===== src/rtl/cplx_conj_frame_sched.sv =====
// Frame-aware complex conjugation scheduler for an I/Q stream.
// Per-frame conjugate/bypass decision at sof; config changes apply only on frame boundaries.
module cplx_conj_frame_sched #(
  parameter int unsigned DATA_SIZE   = 16,
  parameter int unsigned PERIOD_SIZE = 8
) (
  input  logic                   data_clk_i,
  input  logic                   data_rst_i,
  input  logic [DATA_SIZE-1:0]   data_i_i,
  input  logic [DATA_SIZE-1:0]   data_q_i,
  input  logic                   data_en_i,
  input  logic                   data_sof_i,
  input  logic                   data_eof_i,
  input  logic [1:0]             cfg_mode_i,
  input  logic [PERIOD_SIZE-1:0] cfg_period_i,
  input  logic                   cfg_update_i,
  output logic [DATA_SIZE-1:0]   data_i_o,
  output logic [DATA_SIZE-1:0]   data_q_o,
  output logic                   data_en_o,
  output logic                   data_sof_o,
  output logic                   data_eof_o,
  output logic                   data_rst_o,
  output logic                   data_clk_o,
  output logic                   cfg_pending_o,
  output logic                   conj_active_o,
  output logic                   frame_err_o
);

  typedef enum logic [0:0] {StIdle, StInFrame} state_e;

  localparam logic [DATA_SIZE-1:0] QMin = {1'b1, {(DATA_SIZE-1){1'b0}}};
  localparam logic [DATA_SIZE-1:0] QMax = {1'b0, {(DATA_SIZE-1){1'b1}}};

  state_e                 state_q, state_d;
  logic [1:0]             mode_q, mode_d, pend_mode_q, pend_mode_d;
  logic [PERIOD_SIZE-1:0] period_q, period_d, pend_period_q, pend_period_d;
  logic [PERIOD_SIZE-1:0] phase_q, phase_d;
  logic                   cfg_pending_q, cfg_pending_d;
  logic                   frame_conj_q, frame_conj_d;
  logic [DATA_SIZE-1:0]   data_i_q, data_i_d, data_q_q, data_q_d;
  logic                   data_en_q, data_en_d, data_sof_q, data_sof_d, data_eof_q, data_eof_d;
  logic                   conj_active_q, conj_active_d, frame_err_q, frame_err_d;

  logic                   sof_acc, eof_acc, apply, decision, conj, err;
  logic [1:0]             eff_mode;
  logic [PERIOD_SIZE-1:0] eff_period, eff_phase;
  logic [DATA_SIZE-1:0]   q_neg;

  always_comb begin
    sof_acc = data_en_i & data_sof_i;
    eof_acc = data_en_i & data_eof_i;
    // Pending config lands at an accepted sof, or on any idle cycle without one.
    apply   = cfg_pending_q & (sof_acc | (state_q == StIdle));

    eff_mode   = apply ? pend_mode_q   : mode_q;
    eff_period = apply ? pend_period_q : period_q;
    eff_phase  = apply ? '0            : phase_q;

    case (eff_mode)
      2'd1:    decision = 1'b1;
      2'd2:    decision = (eff_phase == '0);
      default: decision = 1'b0;
    endcase

    state_d       = state_q;
    mode_d        = mode_q;
    period_d      = period_q;
    phase_d       = phase_q;
    pend_mode_d   = pend_mode_q;
    pend_period_d = pend_period_q;
    cfg_pending_d = cfg_pending_q;
    frame_conj_d  = frame_conj_q;
    conj          = 1'b0;
    err           = 1'b0;

    if (apply) begin
      mode_d        = pend_mode_q;
      period_d      = pend_period_q;
      phase_d       = '0;
      cfg_pending_d = 1'b0;
    end
    // An update in the apply cycle refills pending and keeps the flag raised.
    if (cfg_update_i) begin
      pend_mode_d   = cfg_mode_i;
      pend_period_d = cfg_period_i;
      cfg_pending_d = 1'b1;
    end

    if (sof_acc) begin
      conj         = decision;
      frame_conj_d = decision;
      err          = (state_q == StInFrame);
      state_d      = eof_acc ? StIdle : StInFrame;
      if (eff_mode == 2'd2) begin
        phase_d = (eff_phase == eff_period) ? '0 : eff_phase + PERIOD_SIZE'(1);
      end
    end else if (data_en_i) begin
      if (state_q == StInFrame) begin
        conj = frame_conj_q;
        if (eof_acc) state_d = StIdle;
      end else begin
        err = 1'b1;
      end
    end

    q_neg         = (data_q_i == QMin) ? QMax : ('0 - data_q_i);
    data_i_d      = data_i_i;
    data_q_d      = conj ? q_neg : data_q_i;
    data_en_d     = data_en_i;
    data_sof_d    = data_sof_i;
    data_eof_d    = data_eof_i;
    conj_active_d = conj;
    frame_err_d   = err;
  end

  always_ff @(posedge data_clk_i) begin
    if (data_rst_i) begin
      state_q       <= StIdle;
      mode_q        <= '0;
      period_q      <= '0;
      phase_q       <= '0;
      pend_mode_q   <= '0;
      pend_period_q <= '0;
      cfg_pending_q <= 1'b0;
      frame_conj_q  <= 1'b0;
      data_i_q      <= '0;
      data_q_q      <= '0;
      data_en_q     <= 1'b0;
      data_sof_q    <= 1'b0;
      data_eof_q    <= 1'b0;
      conj_active_q <= 1'b0;
      frame_err_q   <= 1'b0;
    end else begin
      state_q       <= state_d;
      mode_q        <= mode_d;
      period_q      <= period_d;
      phase_q       <= phase_d;
      pend_mode_q   <= pend_mode_d;
      pend_period_q <= pend_period_d;
      cfg_pending_q <= cfg_pending_d;
      frame_conj_q  <= frame_conj_d;
      data_i_q      <= data_i_d;
      data_q_q      <= data_q_d;
      data_en_q     <= data_en_d;
      data_sof_q    <= data_sof_d;
      data_eof_q    <= data_eof_d;
      conj_active_q <= conj_active_d;
      frame_err_q   <= frame_err_d;
    end
  end

  assign data_i_o      = data_i_q;
  assign data_q_o      = data_q_q;
  assign data_en_o     = data_en_q;
  assign data_sof_o    = data_sof_q;
  assign data_eof_o    = data_eof_q;
  assign cfg_pending_o = cfg_pending_q;
  assign conj_active_o = conj_active_q;
  assign frame_err_o   = frame_err_q;
  assign data_rst_o    = data_rst_i;
  assign data_clk_o    = data_clk_i;

endmodule


===== config.mk =====
export PLATFORM = sky130hd
export DESIGN_NAME = cplx_conj_frame_sched
export DESIGN_NICKNAME = d
export VERILOG_FILES = /design/src/rtl/cplx_conj_frame_sched.sv
export SDC_FILE = /design/constraint.sdc
export NUM_CORES = 1
export LEC_CHECK = 0
export CORE_ASPECT_RATIO = 1.2
export CORE_MARGIN = 2
export CORE_UTILIZATION = 35
export DETAILED_ROUTE_END_ITERATION = 8
export PLACE_DENSITY_LB_ADDON = 0.12
export SETUP_SLACK_MARGIN = 0.3
export SLEW_MARGIN = 0
export SYNTH_ARGS = -nofsm -noshare
export SYNTH_HDL_FRONTEND = slang
export SYNTH_SLANG_ARGS = --single-unit

===== constraint.sdc =====
create_clock -name data_clk_i -period 7.1 [get_ports data_clk_i]
set_clock_uncertainty 0.05 [all_clocks]
set_input_delay 2.13 -clock data_clk_i [delete_from_list [all_inputs] [get_ports data_clk_i]]
set_output_delay 2.13 -clock data_clk_i [all_outputs]
set_load 0.03 [all_outputs]

# Yosys cells after proc, flatten, opt, wreduce, memory -nomap -nowiden
# Cells that the tools add are included.
[totals]
latch_bits = 0
n_memories = 0
romBits = 0
ram_bits = 0
reg_bits = 68
in_bits = 48
elab_cells = 50
[op_classes]
shift = 0
n_mux = 21
multipliers = 0
n_eq_ne = 4
add_sub_neg = 2
reduce_logical = 3
order_cmp = 0
div = 0
bitwise_logic = 5
[op_table]
columns = ["op", "count"]
rows = [
  ["$mux W8", 5],
  ["$mux W16", 2],
  ["$eq A16 B16 Y1 const B", 1],
  ["$sub A1 B16 Y16 const A", 1],
  ["$mux W1", 12],
  ["$add A8 B1 Y8 const B", 1],
  ["$eq A8 B8 Y1", 1],
  ["$logic_not A8 Y1", 1],
  ["$reduce_bool A2 Y1", 2],
  ["$and A1 B1 Y1", 3],
  ["$eq A2 B1 Y1 const B", 1],
  ["$eq A2 B2 Y1 const B", 1],
  ["$mux W2", 1],
  ["$pmux W1 S2", 1],
  ["$not A1 Y1", 1],
  ["$or A1 B1 Y1", 1],
]

# Depth between registers and ports, before layout
[depth]
depth_word = 8
depth_mapped = 13
depth_no_buf = 10

==> impl_summary.md <==
Place
The routability congestion estimate from global placement is 0.809. Once detailed placement completed, the half-perimeter wirelength came to 4820 um. The count of buffers from port buffering is 87. Including well taps, the total number of placed cells is 485.

Critical path
At the worst endpoint, the required time is 4.92 ns. The most critical setup path has its startpoint at data_clk_i. The critical path is of the clock port to output port type.

The sort of element at the end of the critical path is an output port. The worst register-to-register path begins at state_q. Of all nets on the critical path, the largest fanout is 2.

STA classifies the critical path startpoint as a clock port. The arrival time reported for the critical path endpoint is 4.35 ns.

Layout
The area taken by flip-flops and latches is 0.00136 mm^2. Fill cells in the final layout number 755. At the end of the flow, the number of nets in the layout was 455.

The count of antenna diodes in the layout is 0. After the flow finishes, the layout carries non-filler instances totaling 504. The post-route netlist has 8.56% of its cells at a drive strength greater than 1.

In the final layout, the multi-input gates occupy 0.00141 mm^2. The area added between synthesis and finish is 39.1%.

Run status
The run finished with clean final reports.

GRT
Entering global routing, the biggest net connects 60 pins. The via count of the first global-routing pass came to 2411. The initial antenna violation count is 0. The total overflow reported by the global router is 0. For this run, the total global-route usage over all layers was measured as 15.6%. The first global-routing pass estimated 11300 um of wire.

Clock tree
For the worst-skew pair, the clock arrives at the later sink with an insertion delay of 0.44 ns. The buffers inserted during post-CTS setup optimization is 0. TritonCTS built the clock tree.

The hold buffer count at CTS is 0. After clock tree synthesis, the repair step resized 0 gates. The clock slew at the register clock pins of the worst setup and hold paths is 0.07 ns.

Synthesis
Among all cell types in the netlist, the one instantiated most often is sky130_fd_sc_hd__dfxtp_1. The net count of the mapped netlist is 369. In this run, distinct cell masters in the synthesized netlist total 52. The synthesized netlist devotes 1.29% of its cell area to adder and majority cells. In the synthesized netlist the dominant register cell turns out to be sky130_fd_sc_hd__dfxtp_1.

For this run, the register share of the synthesized area comes to 46.8%. The largest family of logic cells by synthesized area is simple AND/OR/NAND/NOR gates. In this run the cell area of the synthesized design comes to 0.00291 mm^2. The portion of synthesized area spent on multiplexers is 4.13%. The biggest area contributor in the post-synthesis netlist is sky130_fd_sc_hd__dfxtp_1.

Summing the areas of all and, or, nand and nor instances in the mapped netlist gives 23.2% of the synthesized area. The count of synthesis-stage warnings from yosys is 0. By area the synthesized netlist is led by sky130_fd_sc_hd__dfxtp_1 (47%), sky130_fd_sc_hd__nor2b_1 (6.0%), sky130_fd_sc_hd__nor2_1 (4.8%). The complex-gate fraction of the synthesized area is 16.7%. The number of enable-type register cells in the synthesized netlist is 0.

For this run, asynchronously set or reset flops after synthesis account for 0%. Synthesis inferred 68 register bits. The cell count after synthesis came out at 318. The area share of the largest cell type after synthesis is 46.8%. In the synthesized netlist, the cells that appear most often are sky130_fd_sc_hd__dfxtp_1 (68), sky130_fd_sc_hd__nor2_1 (37), sky130_fd_sc_hd__nand2_1 (31). A synthesized cell averages 9.15 um^2. After Yosys synthesis, XOR and XNOR cells account for 3.01% of the synthesized area.

Timing
The transition at the pin with the smallest max-transition slack is 1.11 ns. The total count of hold-check failures in the final report came to 0. The number of max-slew violations in the final report is 0. The final setup TNS is 0 ns. In this run the tightest slew margin relative to its limit is 26.2%. The number of setup violations in the final report is 0. Setup repair after global routing left no endpoint under its margin.

Route
For this block, the via count after detailed routing is 2477. The iteration-0 DRC count of the detailed router is 106. After detailed routing, the number of remaining DRC violations is 0. The post-detailed-routing wire length is 6710 um. The detailed-route wire length per cell is 13.3 um. Using the TritonRoute via totals, the vias-per-cell ratio works out to 4.91.

The final antenna-violating net count is 0. The length of the first detailed-routing pass in iterations is 4.

Power and ir drop
The clock network fraction of total power is 41.7%. In this run the power density over the cells is 223 mW/mm^2. The share of total power dissipated in sequential elements is 44.8%.

The switching power as a share of total power is 26.5%. The highest ir drop seen on vdd is 0.106 mV. The share of total power dissipated in combinational logic is 13.5%. The internal power component is 0.665 mW.

The reported net switching power is 0.240 mW. The analysis attributes to cell leakage a power of 1.53 nW. The power consumption is 0.904 mW.

Floorplan
88 I/O pins were placed. The row count is 36. The initial core utilization is 35.9%. In this run the vertical extent of the chip is 104 um.

The standard cell core area is 0.00811 mm^2. The floorplan step defined a die boundary enclosing 0.00906 mm^2. The die is 87.2 um wide.

Hold path
The min-delay analysis places its worst path in the category register to register. The start point of the worst min-delay path is period_q[0].

Job
The tool flagged a number of max-cap violations equal to 0.
-- sequential cells by signal, summed over array words and instances (netlist names), 2 cells and up --
name and flops:
data_i_o 16, data_q_o 16, mode_q 2, pend_mode_q 2, pend_period_q 8, period_q 8, phase_q 8
-- layer usage --
metal | wire [um] | global-route usage [%] | up-vias
met3 | 327 | 5.08 | 4
met1 | 2890 | 18.4 | 1139
met5 | 0 | 0 | -
met4 | 51 | 4.95 | 0
li1 | - | - | 1270
met2 | 3430 | 26.4 | 64
-- layout make-up --
class	count	share of cell area, %
Clock buffer	13	4.33
Clock inverter	7	1.67
Inverter	15	1.39
Multi-Input combinational cell	219	34.7
Sequential cell	68	33.6
Tap cell	95	2.94
Timing Repair Buffer	87	21.3
-- worst paths after layout --
kind / to / slack [ns] / depth (start not counted)
setup reg to reg: data_q_o[9] / 3.76 / 8
hold / removal: period_q[0] / 0.41 / 2
hold reg to reg: period_q[0] / 0.41 / 2
setup / recovery: data_clk_o / 0.57 / 3
-- worst max-delay path, cell delays in order --
cell                              delay [ns]
sky130_fd_sc_hd__clkbuf_8               0.11
sky130_fd_sc_hd__clkbuf_8               0.12
sky130_fd_sc_hd__clkdlybuf4s50_1        0.58
-- power groups by stage --
stage | registers (mW) | clock network, mW | logic, mW
6_report | 0.405 | 0.377 | 0.122
5_1_grt | 0.407 | 0.408 | 0.132
4_1_cts | 0.405 | 0.389 | 0.124
3_5_place_dp | 0.414 | 0.0235 | 0.123
3_3_place_gp | 0.414 | 0.0235 | 0.122
2_1_floorplan | 0.436 | 0.0211 | 0.0406
-- kinds of logic (layout without fill, tap and decap cells) --
logic type	count (synthesis)	in the layout
and+or+nand+nor	128	128
DFF	68	68
AOI/OAI and AO/OA	66	66
buffers and inverters	31	122
muxes	12	12
xor gates and xnor gates	10	10
adders and majority gates	3	3
-- placed cells by master (no fill, tap or decap), drive strengths merged, types with 2 or more instances in the layout --
cell type / n
dfxtp: 68
and2: 3
o22ai: 2
and3: 2
a21oi: 20
xnor2: 8
clkbuf: 12
nand3: 6
a211oi: 5
xor2: 2
buf: 2
nor4b: 2
nor4: 4
or4: 2
o21bai: 2
nor2: 37
nor3: 4
clkdlybuf4s50: 86
o21ai: 7
a2111o: 2
o211ai: 2
clkinv: 6
a31oi: 4
ha: 3
or3: 4
mux2i: 12
nand4: 2
nand2: 31
a311oi: 6
nor2b: 28
inv: 15
o21a: 6
-- stage by stage --
step	hold WS, ns	util, %	area [um^2]	worst slack (ns)
6_report	0.415	49.9	4050	0.569
5_1_grt	0.449	49.9	4050	0.555
4_1_cts	0.416	49.9	4050	0.563
3_5_place_dp	0.401	47.1	3820	0.806
3_3_place_gp	0.393	47.1	3820	0.806
2_1_floorplan	0.382	-	2910	1.23
No activity file was read; power rests on OpenSTA's default activity.
